[src/rtl/manchester_pkg.sv]
// Shared definitions for the Manchester link (encoder and decoder).
// Contents: default oscillator/data-rate values, bit-time derivation helpers,
// a constant clog2 and the encoder FSM state encoding.
package manchester_pkg;

  localparam int unsigned DEF_OSC_FRE   = 32;
  localparam int unsigned DEF_DATA_RATE = 2;

  typedef enum logic [1:0] {
    IDLE = 2'd0,
    PRE  = 2'd1,
    DATA = 2'd2
  } mch_state_e;

  // Osc cycles per line bit.
  function automatic int unsigned bit_time(input int unsigned osc_fre,
                                           input int unsigned data_rate);
    return osc_fre / data_rate;
  endfunction

  // Osc cycles per half-bit.
  function automatic int unsigned half_time(input int unsigned osc_fre,
                                            input int unsigned data_rate);
    return bit_time(osc_fre, data_rate) / 2;
  endfunction

  // Smallest r with 2**r >= v.
  function automatic int unsigned clog2_u(input int unsigned v);
    int unsigned r;
    r = 0;
    while ((64'd1 << r) < 64'(v)) r++;
    return r;
  endfunction

endpackage

[src/rtl/manchester_enc_if.sv]
// Word handshake between a producer (master) and the Manchester encoder (slave).
// Signals: tx_data  - word to send
//          tx_valid - tx_data valid
//          tx_ready - encoder can accept a word this cycle
interface manchester_enc_if #(
  parameter int unsigned DATA_W = 8
);

  logic [DATA_W-1:0] tx_data;
  logic              tx_valid;
  logic              tx_ready;

  modport master (output tx_data, output tx_valid, input tx_ready);
  modport slave  (input tx_data, input tx_valid, output tx_ready);

endinterface

[src/rtl/manchester_bit_timer.sv]
// Phase counter for one line bit: counts 0..BIT_TIME-1 while run is high.
// Ports: osc, rst_n - clock and async active-low reset
//        run        - advance the phase counter
//        clr        - synchronous clear to phase 0 (wins over run)
//        mid        - phase == HALF-1 (last cycle of the first half)
//        bit_end    - phase == BIT_TIME-1 (last cycle of the bit)
module manchester_bit_timer
  import manchester_pkg::*;
#(
  parameter int unsigned BIT_TIME = 16,
  parameter int unsigned HALF     = 8
) (
  input  logic osc,
  input  logic rst_n,
  input  logic run,
  input  logic clr,
  output logic mid,
  output logic bit_end
);

  localparam int unsigned PW = clog2_u(BIT_TIME);

  logic [PW-1:0] phase;

  // Phase register; wraps to 0 after the last cycle of each bit.
  always_ff @(posedge osc or negedge rst_n) begin
    if (!rst_n) begin
      phase <= '0;
    end else if (clr) begin
      phase <= '0;
    end else if (run) begin
      phase <= bit_end ? '0 : phase + PW'(1);
    end
  end

  assign mid     = (phase == PW'(HALF - 1));
  assign bit_end = (phase == PW'(BIT_TIME - 1));

endmodule

[src/rtl/manchester_enc.sv]
// Manchester transmitter: accepts words over a valid/ready handshake and sends
// an alternating preamble followed by the word MSB first (1 = low->high).
// Ports: osc, rst_n       - clock and async active-low reset
//        tx (slave)       - tx_data / tx_valid / tx_ready word handshake
//        manchester_data  - registered line output
//        tx_busy          - high while preamble or data is on the line
//        tx_done          - one-cycle pulse after a frame that is not chained
module manchester_enc
  import manchester_pkg::*;
#(
  parameter int unsigned OSC_FRE   = DEF_OSC_FRE,
  parameter int unsigned DATA_RATE = DEF_DATA_RATE,
  parameter int unsigned DATA_W    = 8,
  parameter int unsigned PRE_BITS  = 8,
  parameter bit          IDLE_LVL  = 1'b0
) (
  input  logic            osc,
  input  logic            rst_n,
  manchester_enc_if.slave tx,
  output logic            manchester_data,
  output logic            tx_busy,
  output logic            tx_done
);

  localparam int unsigned BIT_TIME = bit_time(OSC_FRE, DATA_RATE);
  localparam int unsigned HALF     = half_time(OSC_FRE, DATA_RATE);
  localparam int unsigned CNT_MAX  = (PRE_BITS > DATA_W) ? PRE_BITS : DATA_W;
  localparam int unsigned BW       = clog2_u(CNT_MAX);

  if ((BIT_TIME % 2) != 0 || BIT_TIME < 4) begin : g_bad_bit_time
    $error("manchester_enc: BIT_TIME must be even and >= 4");
  end
  if (PRE_BITS < 2 || PRE_BITS > 255) begin : g_bad_pre_bits
    $error("manchester_enc: PRE_BITS must be in 2..255");
  end

  mch_state_e        state, state_n;
  logic [BW-1:0]     bit_cnt, bit_cnt_n;
  logic [DATA_W-1:0] shreg, shreg_n;
  logic              line_n, busy_n, done_n;
  logic              mid, bit_end;
  logic              timer_run, timer_clr;
  logic              pre_last, data_last, accept;

  assign timer_run = (state != IDLE);
  assign timer_clr = (state == IDLE);

  manchester_bit_timer #(
    .BIT_TIME (BIT_TIME),
    .HALF     (HALF)
  ) u_timer (
    .osc     (osc),
    .rst_n   (rst_n),
    .run     (timer_run),
    .clr     (timer_clr),
    .mid     (mid),
    .bit_end (bit_end)
  );

  assign pre_last  = (bit_cnt == BW'(PRE_BITS - 1));
  assign data_last = (bit_cnt == BW'(DATA_W - 1));

  assign tx.tx_ready = (state == IDLE) || ((state == DATA) && bit_end && data_last);
  assign accept      = tx.tx_valid && tx.tx_ready;

  // State, counters and line register.
  always_ff @(posedge osc or negedge rst_n) begin
    if (!rst_n) begin
      state           <= IDLE;
      bit_cnt         <= '0;
      shreg           <= '0;
      manchester_data <= IDLE_LVL;
      tx_busy         <= 1'b0;
      tx_done         <= 1'b0;
    end else begin
      state           <= state_n;
      bit_cnt         <= bit_cnt_n;
      shreg           <= shreg_n;
      manchester_data <= line_n;
      tx_busy         <= busy_n;
      tx_done         <= done_n;
    end
  end

  // Next state. The line register looks one cycle ahead: at mid it takes the
  // bit value, at bit_end the complement of the following bit (or idle level).
  // Preamble bit n is ~n[0], so 1,0,1,0,... starting with 1.
  always_comb begin
    state_n   = state;
    bit_cnt_n = bit_cnt;
    shreg_n   = shreg;
    line_n    = manchester_data;
    busy_n    = tx_busy;
    done_n    = 1'b0;
    case (state)
      IDLE: begin
        if (accept) begin
          state_n   = PRE;
          bit_cnt_n = '0;
          shreg_n   = tx.tx_data;
          line_n    = 1'b0;
          busy_n    = 1'b1;
        end
      end
      PRE: begin
        if (mid) begin
          line_n = ~bit_cnt[0];
        end else if (bit_end) begin
          if (pre_last) begin
            state_n   = DATA;
            bit_cnt_n = '0;
            line_n    = ~shreg[DATA_W-1];
          end else begin
            bit_cnt_n = bit_cnt + BW'(1);
            line_n    = ~bit_cnt[0];
          end
        end
      end
      DATA: begin
        if (mid) begin
          line_n = shreg[DATA_W-1];
        end else if (bit_end) begin
          if (!data_last) begin
            bit_cnt_n = bit_cnt + BW'(1);
            shreg_n   = shreg << 1;
            line_n    = ~shreg_n[DATA_W-1];
          end else if (accept) begin
            bit_cnt_n = '0;
            shreg_n   = tx.tx_data;
            line_n    = ~tx.tx_data[DATA_W-1];
          end else begin
            state_n   = IDLE;
            bit_cnt_n = '0;
            line_n    = IDLE_LVL;
            busy_n    = 1'b0;
            done_n    = 1'b1;
          end
        end
      end
      default: begin
        state_n   = IDLE;
        bit_cnt_n = '0;
        line_n    = IDLE_LVL;
        busy_n    = 1'b0;
      end
    endcase
  end

endmodule
[src/flat_wrapper.sv]
// flat-port wrapper written by rule: the top's interface ports become plain ports
module manchester_enc_flat import manchester_pkg::*;
#(
  parameter int unsigned OSC_FRE   = DEF_OSC_FRE,
  parameter int unsigned DATA_RATE = DEF_DATA_RATE,
  parameter int unsigned DATA_W    = 8,
  parameter int unsigned PRE_BITS  = 8,
  parameter bit          IDLE_LVL  = 1'b0
)
  (osc, rst_n, manchester_data, tx_busy, tx_done, tx_tx_data, tx_tx_valid, tx_tx_ready);
  manchester_enc_if #(.DATA_W(DATA_W)) tx_i ();
  input  logic osc;
  input  logic rst_n;
  output logic manchester_data;
  output logic tx_busy;
  output logic tx_done;
  input wire logic [$bits(tx_i.tx_data)-1:0] tx_tx_data;
  input wire logic [$bits(tx_i.tx_valid)-1:0] tx_tx_valid;
  output wire logic [$bits(tx_i.tx_ready)-1:0] tx_tx_ready;
  assign tx_i.tx_data = tx_tx_data;
  assign tx_i.tx_valid = tx_tx_valid;
  assign tx_tx_ready = tx_i.tx_ready;
  manchester_enc #(.OSC_FRE(OSC_FRE), .DATA_RATE(DATA_RATE), .DATA_W(DATA_W), .PRE_BITS(PRE_BITS), .IDLE_LVL(IDLE_LVL)) u_core (.osc(osc), .rst_n(rst_n), .tx(tx_i), .manchester_data(manchester_data), .tx_busy(tx_busy), .tx_done(tx_done));
endmodule
[config.mk]
export PLATFORM = sky130hd
export DESIGN_NAME = manchester_enc_flat
export DESIGN_NICKNAME = d
export VERILOG_FILES = /design/src/rtl/manchester_pkg.sv /design/src/rtl/manchester_enc_if.sv /design/src/rtl/manchester_bit_timer.sv /design/src/rtl/manchester_enc.sv /design/src/flat_wrapper.sv
export SDC_FILE = /design/constraint.sdc
export NUM_CORES = 1
export LEC_CHECK = 0
export CORE_MARGIN = 2
export CORE_UTILIZATION = 40
export DETAILED_ROUTE_END_ITERATION = 12
export PLACE_DENSITY = 0.71
export SLEW_MARGIN = 20
export SYNTH_ARGS = -nofsm -noshare
export SYNTH_HDL_FRONTEND = slang
export SYNTH_SLANG_ARGS = --single-unit
[constraint.sdc]
create_clock -name osc -period 3.02 [get_ports osc]
set_clock_uncertainty 0.05 [all_clocks]
set_input_delay 0.302 -clock osc [delete_from_list [all_inputs] [get_ports osc]]
set_output_delay 0.302 -clock osc [all_outputs]
set_load 0.01 [all_outputs]
==> summary.md, run 1 <==
| Metric | Value |
|---|---|
| Number of port buffers | `14` |
| Slew margin rel. | `41.0%` |
| Area after DPL | `0.00130 mm^2` |
| First-pass iteration count of the detailed router | `4` |
| CP top delay family | `buffers and inverters` |
| Slowest CP cell | `clkdlybuf4s50_1` |
| Mapped Nets | `124` |
| Startpoint Class | `flop` |
| Yosys synthesis warning count | `0` |
| Residual DRC | `0` |
| Initial antenna violation count | `0` |
| Switching share of power | `34.8%` |
| Final setup vio count | `0` |
| Synth Area per Inst | `10.8 um^2` |
| Ratio of cells with drive above 1 in the final layout | `13.7%` |
| DP Cell Count | `145` |
| Async SR Flop Fraction | `100%` |
| Tightest Pin Transition | `0.883 ns` |
| Pin count of the biggest net entering global routing | `21` |
| Yosys reg bits | `20` |
| CTS buffer count | `3` |
| Final GP Congestion | `0.779` |
| Post_cts resized | `0` |
| Core area | `0.00273 mm^2` |
| Worst Hold Class | `in2async` |
| Crit end category | `output port` |
| Hold_buf cts | `0` |
| Finished Layout Cells | `148` |
| Synth Instances | `106` |
| Final Net Count | `137` |
| GRT Residual Overflow | `0` |
| Num rows | `19` |
| Power Density | `659 mW/mm^2` |
| PnR worst setup slack | `0.569 ns` |
| Fmax | `408 MHz` |
| WL final | `2260 um` |
| Post-synth top flop | `dfrtp_1` |
| Worst Path Required | `2.67 ns` |
| Number of DRC markers in iteration 0 | `17` |
| Worst-path fanout max | `7` |
| Clock period minus worst slack | `2.45 ns` |
| CTS clk-pin slew, worst paths | `0.10 ns` |
| Place WS | `0.743 ns` |
| Worst-Skew Late Latency | `0.29 ns` |
| R2R Setup Slk | `0.74 ns` |
| N_diodes | `0` |
| Max Cap Viol | `0` |
| Post-CTS Setup Bufs | `0` |
| Worst path bufs/invs | `1` |
| Post-synth EDFFs | `0` |
| Htree depth | `1` |
| Max stage delay on crit path | `0.53 ns` |
| Area of the multi-input gates | `604 um^2` |
| Pint | `0.000568 W` |
| CTS tree | `built` |
| Cell Area, Synth | `0.00115 mm^2` |
| GRT Util Overall | `15.5%` |
| CTS Sinks | `20` |
| FF+latch area | `500 um^2` |
| Worst Hold Margin | `0.448 ns` |
| Crit path cell chain | `ha_1 -> and3_1 -> nand3_1 -> nand2b_1 -> clkdlybuf4s50_1` |
| Die X | `57.6 um` |
| Cell leakage power | `0.528 nW` |
| Share of power burned in registers | `47.8%` |
| First-pass GRT wire length | `3940 um` |
| Die area | `0.00332 mm^2` |
| WP data arrival | `2.10 ns` |
| Sequential element share of the synthesized area | `43.5%` |
| Setup Crit Path Kind | `reg2out` |
| Routed vias | `859` |
| Antenna viol nets, final | `0` |
| Max IR drop VDD | `0.495 mV` |
| Clock power share | `14.1%` |
| Area Overhead vs Synth | `14.9%` |
| Setup TNS | `0 ns` |
| Root Buffer | `clkbuf_4` |
| Fill count | `251` |
| Outcome | `completed` |
| Netlist cell types | `35` |
| Final hold violations | `0` |
| DR WL/cell | `15.3 um` |
| RSZ-0062 raised after global routing | `false` |
| Die Y | `57.6 um` |
| Final slew viol count | `0` |
| Avg Vias per Cell | `5.80` |
| Vias in the first global route | `888` |
| Fin crit share | `81.2%` |
| IO Pins | `15` |
| Clk buf depth | `2` |
| Initial Util | `42.1%` |
| Post-DP HPWL | `1740 um` |
| Net Switching | `0.000303 W` |
| Gate power share | `38.1%` |
| Post-layout instance area | `0.00132 mm^2` |
## synth_stat cells, types with 4 or more instances
cell	instances	share of area, %
nand2b_1	4	2.2
dfrtp_1	20	44
inv_1	4	1.3
o221a_2	6	5.9
ha_1	7	7.6
a22o_1	5	3.8
or2b_1	5	3.3
a21oi_1	5	2.2
nor2_1	7	2.3
buf_2	5	2.2
nor3_1	4	1.7
## registers in the layout, summed over array words and instances, names as in the netlist
signal and count:
u_core.tx_busy 1, u_core.u_timer.phase 4, u_core.state 2, u_core.bit_cnt 3, u_core.tx_done 1, u_core.manchester_data 1
u_core.shreg 8
## per-stage QoR
step | utilization [%] | power [W]
floorplan | - | 0.000645
global placement | 47.5 | 0.000730
detailed placement | 47.5 | 0.000756
CTS | 48.3 | 0.000878
global route | 48.3 | 0.000935
finish | 48.3 | 0.000871
## logic make-up (layout without fill, tap and decap cells)
family	count (synthesis)	count (layout)	synth area share, %
and+or+nand+nor	33	33	17.6
AOI/OAI and AO/OA	29	29	20.8
DFF	20	20	43.5
buffers and inverters	10	21	3.92
adders and majority gates	7	7	7.62
muxes	6	6	5.77
xor gates and xnor gates	1	1	0.762
## path summary, 6_finish.rpt
kind	cells past startpoint	endpoint	start
hold / removal	1	u_core.tx_done$_DFF_PN0_	rst_n
hold reg to reg	1	u_core.u_timer.phase[0]$_DFF_PN0_	u_core.u_timer.phase[0]$_DFF_PN0_
max in group asynchronous	1	u_core.shreg[3]$_DFFE_PN0P_	rst_n
setup / recovery	5	tx_tx_ready	u_core.u_timer.phase[0]$_DFF_PN0_
min in group osc	1	u_core.u_timer.phase[0]$_DFF_PN0_	u_core.u_timer.phase[0]$_DFF_PN0_
setup reg to reg	6	u_core.bit_cnt[0]$_DFFE_PN0P_	u_core.state[0]$_DFFE_PN0P_
## final cells by class
class                           instances  share of cell area [%]
Timing Repair Buffer                   14                    10.6
Inverter                                4                    1.14
Multi-Input combinational cell         76                    45.7
Clock buffer                            3                    1.70
Tap cell                               31                    2.94
Sequential cell                        20                    37.9
## power groups by stage
stage | logic [W] | clock network, W | registers (W)
floorplan | 0.000251 | 0 | 0.000395
global placement | 0.000316 | 0 | 0.000414
detailed placement | 0.000335 | 0 | 0.000422
CTS | 0.000335 | 0.000126 | 0.000417
global route | 0.000370 | 0.000136 | 0.000428
finish | 0.000332 | 0.000123 | 0.000416
## routing by layer
metal  part of all wire, %  global-route usage (%)  up-vias
li1                      -                       -      415
met1                    46                    19.3      427
met2                    50                    26.3       12
met3                   2.6                    2.46        5
met4                   1.6                    7.31        0
met5                     0                       0        -
## cells in the final DEF, fill, tap and decap left out
| cell | netlist | layout |
|---|---|---|
| o221ai_1 | 1 | 1 |
| mux2_2 | 3 | 3 |
| o211ai_1 | 1 | 1 |
| o21a_1 | 1 | 1 |
| nand4_1 | 1 | 1 |
| nand2b_1 | 4 | 4 |
| clkbuf_4 | 0 | 3 |
| nand3_4 | 1 | 1 |
| nor3_1 | 4 | 4 |
| nand3b_1 | 1 | 1 |
| o221a_2 | 6 | 6 |
| o21ai_1 | 1 | 1 |
| inv_1 | 4 | 4 |
| and3_1 | 1 | 1 |
| clkdlybuf4s50_1 | 0 | 14 |
| nor3b_2 | 1 | 1 |
| a21o_1 | 1 | 1 |
| dfrtp_1 | 20 | 20 |
| nor2b_1 | 2 | 2 |
| mux2_1 | 2 | 2 |
| or2b_1 | 5 | 5 |
| nand3_1 | 3 | 3 |
| o21ai_0 | 3 | 3 |
| mux2i_1 | 1 | 1 |
| o32a_1 | 1 | 1 |
| o311ai_0 | 1 | 1 |
| a211oi_1 | 1 | 1 |
| ha_1 | 7 | 7 |
| a21oi_1 | 5 | 5 |
| nand4b_1 | 1 | 1 |
| a22o_1 | 5 | 5 |
| nor2_1 | 7 | 7 |
| a211oi_2 | 2 | 2 |
| nand2_1 | 2 | 2 |
| xnor2_1 | 1 | 1 |
Note: power is estimated with default switching activity, not from simulation.
==> run 2, diff against run 1 <==
==> constraint.sdc (replaced) <==
create_clock -name osc -period 2.6 [get_ports osc]
set_clock_uncertainty 0.05 [all_clocks]
set_input_delay 0.26 -clock osc [delete_from_list [all_inputs] [get_ports osc]]
set_output_delay 0.26 -clock osc [all_outputs]
set_load 0.01 [all_outputs]
==> summary.md, run 2 (same netlist as run 1, synthesis figures left out) <==
| Metric | Value |
|---|---|
| Htree depth | `1 (unchanged)` |
| Setup Crit Path Kind | `reg2out (unchanged)` |
| CTS tree | `built (unchanged)` |
| Post-CTS Setup Bufs | `0 (unchanged)` |
| Final GP Congestion | `0.861 (was 0.779)` |
| Initial antenna violation count | `0 (unchanged)` |
| Most common cell after layout, fill and taps aside | `dfrtp_1 (unchanged)` |
| GRT Residual Overflow | `0 (unchanged)` |
| Max Cap Viol | `0 (unchanged)` |
| CTS Sinks | `20 (unchanged)` |
| Setup TNS | `0 ns (unchanged)` |
| WP data arrival | `2.06 ns (was 2.10 ns)` |
| CP top delay family | `buffers and inverters (unchanged)` |
| Final Net Count | `139 (was 137)` |
| Post-DP HPWL | `1670 um (was 1740 um)` |
| N_diodes | `0 (unchanged)` |
| Fill count | `251 (unchanged)` |
| Fin crit share | `91.0%` |
| CTS clk-pin slew, worst paths | `0.11 ns (was 0.10 ns)` |
| IO Pins | `15 (unchanged)` |
| Worst-path fanout max | `7 (unchanged)` |
| Worst Path Required | `2.29 ns (was 2.67 ns)` |
| Slew margin rel. | `68.7% (was 41.0%)` |
| DR WL/cell | `14.5 um (was 15.3 um)` |
| Worst Hold Class | `in2async (unchanged)` |
| Final slew viol count | `0 (unchanged)` |
| Slowest CP cell | `clkdlybuf4s50_1 (unchanged)` |
| Crit end category | `output port (unchanged)` |
| RSZ-0062 raised after global routing | `false (unchanged)` |
| Final setup vio count | `0 (unchanged)` |
| Clk buf depth | `2 (unchanged)` |
| Root Buffer | `clkbuf_4 (unchanged)` |
| Max IR drop VDD | `0.377 mV (was 0.495 mV)` |
| Antenna viol nets, final | `0 (unchanged)` |
| Most flops, register | `u_core.shreg (unchanged)` |
| Clock period minus worst slack | `2.37 ns` |
| Number of port buffers | `14 (unchanged)` |
| Number of DRC markers in iteration 0 | `17 (unchanged)` |
| Core area | `0.00273 mm^2 (unchanged)` |
| WL final | `2180 um (was 2260 um)` |
| First-pass iteration count of the detailed router | `4 (unchanged)` |
| Ratio of cells with drive above 1 in the final layout | `15.1% (was 13.7%)` |
| GRT Util Overall | `14.8% (was 15.5%)` |
| Most frequent cells in the layout | `dfrtp_1 (20), clkdlybuf4s50_1 (14), nor2_1 (7), ha_1 (7), o221a_2 (6) (unchanged)` |
| Die X | `57.6 um (unchanged)` |
| Hold_buf cts | `0 (unchanged)` |
| DP Cell Count | `147 (was 145)` |
| Crit path cell chain | `ha_1 -> and3_1 -> nand3_1 -> nand2b_1 -> clkdlybuf4s50_1 (unchanged)` |
| Top Registers | `u_core.shreg (8), u_core.u_timer.phase (4), u_core.bit_cnt (3) (unchanged)` |
| Pin count of the biggest net entering global routing | `21 (unchanged)` |
| Cell leakage power | `0.538 nW (was 0.528 nW)` |
| Area Overhead vs Synth | `16.2% (was 14.9%)` |
| Largest register FFs | `8 (unchanged)` |
| Die Y | `57.6 um (unchanged)` |
| Worst path bufs/invs | `1 (unchanged)` |
| Worst-Skew Late Latency | `0.29 ns (about the same)` |
| Residual DRC | `0 (unchanged)` |
| Num rows | `19 (unchanged)` |
| First-pass GRT wire length | `3770 um (was 3940 um)` |
| Avg Vias per Cell | `5.68 (was 5.80)` |
| Fmax | `423 MHz` |
| Tightest Pin Transition | `0.466 ns (was 0.883 ns)` |
| Outcome | `completed (unchanged)` |
| Post_cts resized | `0 (unchanged)` |
| FF+latch area | `500 um^2 (unchanged)` |
| Max stage delay on crit path | `0.53 ns (about the same)` |
| Startpoint Class | `flop (unchanged)` |
| Area of the multi-input gates | `604 um^2 (unchanged)` |
| Die area | `0.00332 mm^2 (unchanged)` |
| Initial Util | `42.1% (unchanged)` |
| Routed vias | `852 (was 859)` |
| Power Density | `757 mW/mm^2 (was 659 mW/mm^2)` |
| Final hold violations | `0 (unchanged)` |
| Finished Layout Cells | `150 (was 148)` |
| Vias in the first global route | `870 (was 888)` |
| CTS buffer count | `3 (unchanged)` |
==> run 2: changes by cell type in the layout (fill, tap and decap cells not counted), sizes merged <==
cell | before | now
buf | 0 | 2
==> run 2: layout make-up <==
class	instances	share of cell area (%)
clock buffers	3	1.69
inverters	4	1.12
multi-input cells	76	45.2
flip-flops and latches	20	37.5
well taps	31	2.90
repair buffers	16	11.6
==> run 2: routing by layer <==
metal,GRT usage [%],part of all wire [%]
met5,0,0
met4,4.65,1.1
met3,3.13,3.2
met2,26.5,50
met1,17.7,46
==> run 2: report_power, final <==
part / switching [W] / internal (W)
combinational: 0.000182 / 0.000206
clock: 0.0000881 / 0.0000539
sequential: 0.0000754 / 0.000406
total: 0.000345 / 0.000666
==> run 2: path summary, 6_finish.rpt <==
kind | endpoint | depth (start not counted) | startpoint | slack (ns)
max in group asynchronous | u_core.shreg[3]$_DFFE_PN0P_ | 2 | rst_n | 2.04
hold reg to reg | u_core.u_timer.phase[0]$_DFF_PN0_ | 1 | u_core.u_timer.phase[0]$_DFF_PN0_ | 0.44
setup / recovery | tx_tx_ready | 5 | u_core.u_timer.phase[0]$_DFF_PN0_ | 0.23
hold / removal | u_core.bit_cnt[2]$_DFFE_PN0P_ | 2 | rst_n | 0.24
setup reg to reg | u_core.shreg[7]$_DFFE_PN0P_ | 6 | u_core.bit_cnt[1]$_DFFE_PN0P_ | 0.52
min in group osc | u_core.u_timer.phase[0]$_DFF_PN0_ | 1 | u_core.u_timer.phase[0]$_DFF_PN0_ | 0.44
==> run 2: through the flow <==
step / area (um^2) / total power (W) / util (%) / setup slack [ns] / hold WS (ns)
finish: 1340 / 0.00101 / 48.9 / 0.234 / 0.244
global route: 1340 / 0.00109 / 48.9 / 0.0922 / 0.241
CTS: 1340 / 0.00102 / 48.9 / 0.217 / 0.250
detailed placement: 1310 / 0.000879 / 48.1 / 0.550 / 0.433
global placement: 1310 / 0.000861 / 48.1 / 0.533 / 0.427
floorplan: 1150 / 0.000750 / - / 0.714 / -0.0856
